<file path="config.mk">
export PLATFORM = sky130hd
export DESIGN_NAME = alu_4bit
export DESIGN_NICKNAME = d
export VERILOG_FILES = /design/src/rtl/alu_4bit.sv
export SDC_FILE = /design/constraint.sdc
export NUM_CORES = 1
export LEC_CHECK = 0
export CAP_MARGIN = 20
export CORE_MARGIN = 3
export CORE_UTILIZATION = 53
export CTS_CLUSTER_SIZE = 24
export DETAILED_ROUTE_END_ITERATION = 6
export GPL_TIMING_DRIVEN = 0
export PLACE_DENSITY = 0.84
export SLEW_MARGIN = 30
export SYNTH_ARGS = -nofsm -noshare
export SYNTH_HDL_FRONTEND = slang
export SYNTH_SLANG_ARGS = --single-unit
</file>
<file path="constraint.sdc">
create_clock -name clk -period 2 [get_ports clk]
set_clock_uncertainty 0.1 [all_clocks]
set_input_delay 0.6 -clock clk [delete_from_list [all_inputs] [get_ports clk]]
set_output_delay 0.6 -clock clk [all_outputs]
set_load 0.03 [all_outputs]
</file>
<file path="src/rtl/alu_4bit.sv">
// alu_4bit: registered ALU with eight operations.
// The result, the carry/borrow/shifted-out bit and the zero flag are computed
// combinationally and loaded into registers on an enabled clock edge. An
// asynchronous active-low reset clears the result, the carry and the zero
// flag's operand without waiting for a clock.
module alu_4bit #(
  parameter int WIDTH = 4
) (
  input  logic             clk,
  input  logic             rst_n,
  input  logic             en,
  input  logic [WIDTH-1:0] A,
  input  logic [WIDTH-1:0] B,
  input  logic [2:0]       ALU_Sel,
  output logic [WIDTH-1:0] ALU_Out,
  output logic             CarryOut,
  output logic             Zero
);

  typedef struct packed {
    logic [WIDTH-1:0] res;
    logic             cy;
  } alu_rsp_t;

  localparam logic [2:0] OP_ADD = 3'b000;
  localparam logic [2:0] OP_SUB = 3'b001;
  localparam logic [2:0] OP_AND = 3'b010;
  localparam logic [2:0] OP_OR  = 3'b011;
  localparam logic [2:0] OP_XOR = 3'b100;
  localparam logic [2:0] OP_SHL = 3'b101;
  localparam logic [2:0] OP_SHR = 3'b110;
  localparam logic [2:0] OP_NOT = 3'b111;

  // Both adders are one bit wider than the operands. For subtraction the top
  // bit of the widened difference is set exactly when A < B, i.e. the borrow.
  logic [WIDTH:0] sum;
  logic [WIDTH:0] diff;
  alu_rsp_t       nxt;

  assign sum  = {1'b0, A} + {1'b0, B};
  assign diff = {1'b0, A} - {1'b0, B};

  // Select the next result and its carry from the operation code.
  always_comb begin
    nxt = '0;
    unique case (ALU_Sel)
      OP_ADD: nxt = '{res: sum[WIDTH-1:0],  cy: sum[WIDTH]};
      OP_SUB: nxt = '{res: diff[WIDTH-1:0], cy: diff[WIDTH]};
      OP_AND: nxt = '{res: A & B, cy: 1'b0};
      OP_OR:  nxt = '{res: A | B, cy: 1'b0};
      OP_XOR: nxt = '{res: A ^ B, cy: 1'b0};
      OP_SHL: nxt = '{res: {A[WIDTH-2:0], 1'b0}, cy: A[WIDTH-1]};
      OP_SHR: nxt = '{res: {1'b0, A[WIDTH-1:1]}, cy: A[0]};
      OP_NOT: nxt = '{res: ~A, cy: 1'b0};
      default: nxt = '0;
    endcase
  end

  // Result registers: clear asynchronously, load only on enabled edges.
  always_ff @(posedge clk or negedge rst_n) begin
    if (!rst_n) begin
      ALU_Out  <= '0;
      CarryOut <= 1'b0;
      Zero     <= 1'b1;
    end else if (en) begin
      ALU_Out  <= nxt.res;
      CarryOut <= nxt.cy;
      Zero     <= (nxt.res == '0);
    end
  end

endmodule

</file>
==> flow_summary.yaml <==
yosys:
  synth_seq_cells: 6
  syn-num-nets: 136
  seq_area_frac_synth_pct: 17.1
  ys_async_sr_fraction_pct: 100
  yosys_warnings: 0
  synth_cell_types: 40
  netlist_area_um2: 886
  synth_cells: 108
  syn_area_per_cell_um2: 8.20
  ys.flop_type: "dfrtp_1"
  synth_edf_count: 0
worst_setup_path:
  reg2reg_to: "Zero"
  r2r_cells: 2
  crit_path_max_fanout: 3
  critPathArrivalTime_ns: 2.26
  reg2reg_slack_ns: 1.12
  worstPathRequired_ns: 2.03
  crit_type: "in -> reg"
  critPathSlowestCell: "fa_2"
  critical_path.cell_chain: "buf_2 > ha_4 > inv_2 > fa_2 > xnor2_1 > a21oi_1 > o22ai_1 > a21o_1 > mux2_4"
  reg2reg_from: "Zero"
  critPathMaxStageDelay_ns: 0.41
  end_kind: "flip-flop"
  worst_setup_path_start_kind: "input pin"
route:
  top_layer: "met4"
  wl_per_cell_um: 15.1
  wl_met2_um: 1170
  drc_errors: 0
  route.met3.wl_um: 155
  via_per_inst: 6.12
  drt_iter0_drc: 28
  drt-total-wl_um: 2230
  ant_nets: 0
  drt_first_pass_iters: 4
  wl_met1_um: 875
  via_count: 906
power:
  leakage_nw: 0.576
  power_uw: 588
  max-vdd-ir-drop_mv: 0.229
  p_per_area_mw_per_mm2: 467
cts:
  numCtsBuffers: 3
  cts.sinks: 6
  ctsHoldBuffers: 0
  root_buffer: "clkbuf_4"
  clock_path_buffers: 2
  clkTransAtPathRegs_ns: 0.05
  cts_tree: "built"
  htree_num_levels: 1
  insertion_delay_ns: 0.24
sta:
  setup_ws_ns: -0.234
  finalMaxSlewViolations: 0
  setup_viol: 4
  maxClockFrequency_mhz: 448
  hold_viol_final: 0
  fin_crit_sh_pct: 112
  tightestPinTransition_ns: 0.444
  rsz0062_at_grt: "true"
  period_minus_slack_ns: 2.23
  whs_ns: 0.389
  slew_headroom_pct: 70.4
grt:
  grt_max_degree: 11
  grt_pass1_wl_um: 3460
  grt_pass1_vias: 804
  grt-ovfl-total: 0
  grt_use_total_pct: 21.8
  grt_antenna_before_repair: 0
final_layout:
  antenna_cells: 0
  final_nets: 161
  drive_gt1_share_pct: 37.9
  postLayoutCellArea_mm2: 0.00126
  area_growth_pct: 42.2
  n_fill_cell: 100
  fin_cells: 148
  final_cell_mix: "buf_4 (9), nor2_1 (9), inv_1 (7)"
status:
  status: "complete, but fails checks"
  violations: "setup timing"
die:
  fp.dieW_um: 46.9
  pin_count: 20
  start_util_pct: 57.5
  core_area_mm2: 0.00154
  die-area_mm2: 0.00220
  die_h_um: 46.9
  rows: 14
job:
  maxCapViolations: 0
place:
  dp.cells: 140
  pre_cts_ws_ns: -0.968
  place_congestion: 0.867
  placed_area_mm2: 0.00116
  dp_hpwl_um: 1620
  numPortBuffers: 16
hold_path:
  hold_end: "ALU_Out[0]"
  hp-start: "ALU_Out[0]"
  holdCritPathClass: "reg -> reg"
  min_path_cells: 2
==> worst max-delay path by stage <==
stage                     from         end  cells after the start
after floorplan           A[0]  ALU_Out[2]                      8
after global placement    A[1]  ALU_Out[3]                      8
after detailed placement  A[1]  ALU_Out[3]                      8
after CTS                 B[1]  ALU_Out[3]                      8
after global routing      B[1]        Zero                      9
final                     B[0]  ALU_Out[2]                      9
==> repair_timing <==
action	4_1_cts	5_1_grt
pin swaps	8	4
gates resized for setup	42	12
endpoints found under the setup margin	7	9
gates cloned	0	0
setup buffers	4	1
==> cell families after synthesis <==
logic type	share of synthesized area, %
xor+xnor	0.989
simple gates	16.5
compound gates	25.1
flops	17.1
fa+ha+maj	21.5
buf+inv	11.4
mux	7.34
==> metrics by stage <==
stage,setup TNS [ns],utilization (%)
after global placement,-4.60,75.3
final,-0.742,81.7
after CTS,-0.762,78.9
after floorplan,-0.544,-
after detailed placement,-4.81,75.3
after global routing,-0.946,81.7
==> layout make-up <==
class | instances | area, um2 | share of cell area, %
Multi-Input combinational cell | 80 | 769 | 61.1
Timing Repair Buffer | 21 | 194 | 15.4
Tap cell | 16 | 20.0 | 1.59
Clock buffer | 4 | 26.3 | 2.09
Sequential cell | 6 | 151 | 12.0
Inverter | 15 | 62.6 | 4.97
Buffer | 6 | 36.3 | 2.88
==> sequential cells by signal (all words and copies together), names as in the netlist <==
| register | count |
|---|---|
| CarryOut | 1 |
| Zero | 1 |
| ALU_Out | 4 |
==> worst max-delay path: cells and delay by family <==
kind | cells | cell delay, ns
XOR/XNOR | 1 | 0.16
multiplexers | 1 | 0.25
adder cells (fa/ha/maj) | 2 | 0.57
AO/OA/AOI/OAI | 3 | 0.50
buffers and inverters | 2 | 0.18
==> synthesized netlist by cell type (3+ instances only) <==
| master | n | area [um2] |
|---|---|---|
| ha_1 | 12 | 150 |
| o21ai_0 | 5 | 25.0 |
| buf_2 | 3 | 15.0 |
| a21oi_1 | 5 | 25.0 |
| inv_1 | 15 | 56.3 |
| nand2b_1 | 3 | 18.8 |
| nor2_1 | 9 | 33.8 |
| nand2_1 | 7 | 26.3 |
| dfrtp_1 | 5 | 125 |
==> report_power, final <==
part / internal, mW / switching [mW]
logic: 0.148 / 0.172
clock network: 0.0756 / 0.0446
registers: 0.140 / 0.00804
==> routing by layer <==
metal  vias to the layer above  GRT usage, %
met3                         6          2.68
li1                        427             -
met4                         0          11.6
met5                         -             0
met2                        42          37.1
met1                       431          26.5
(Power assumes the default switching activity.)
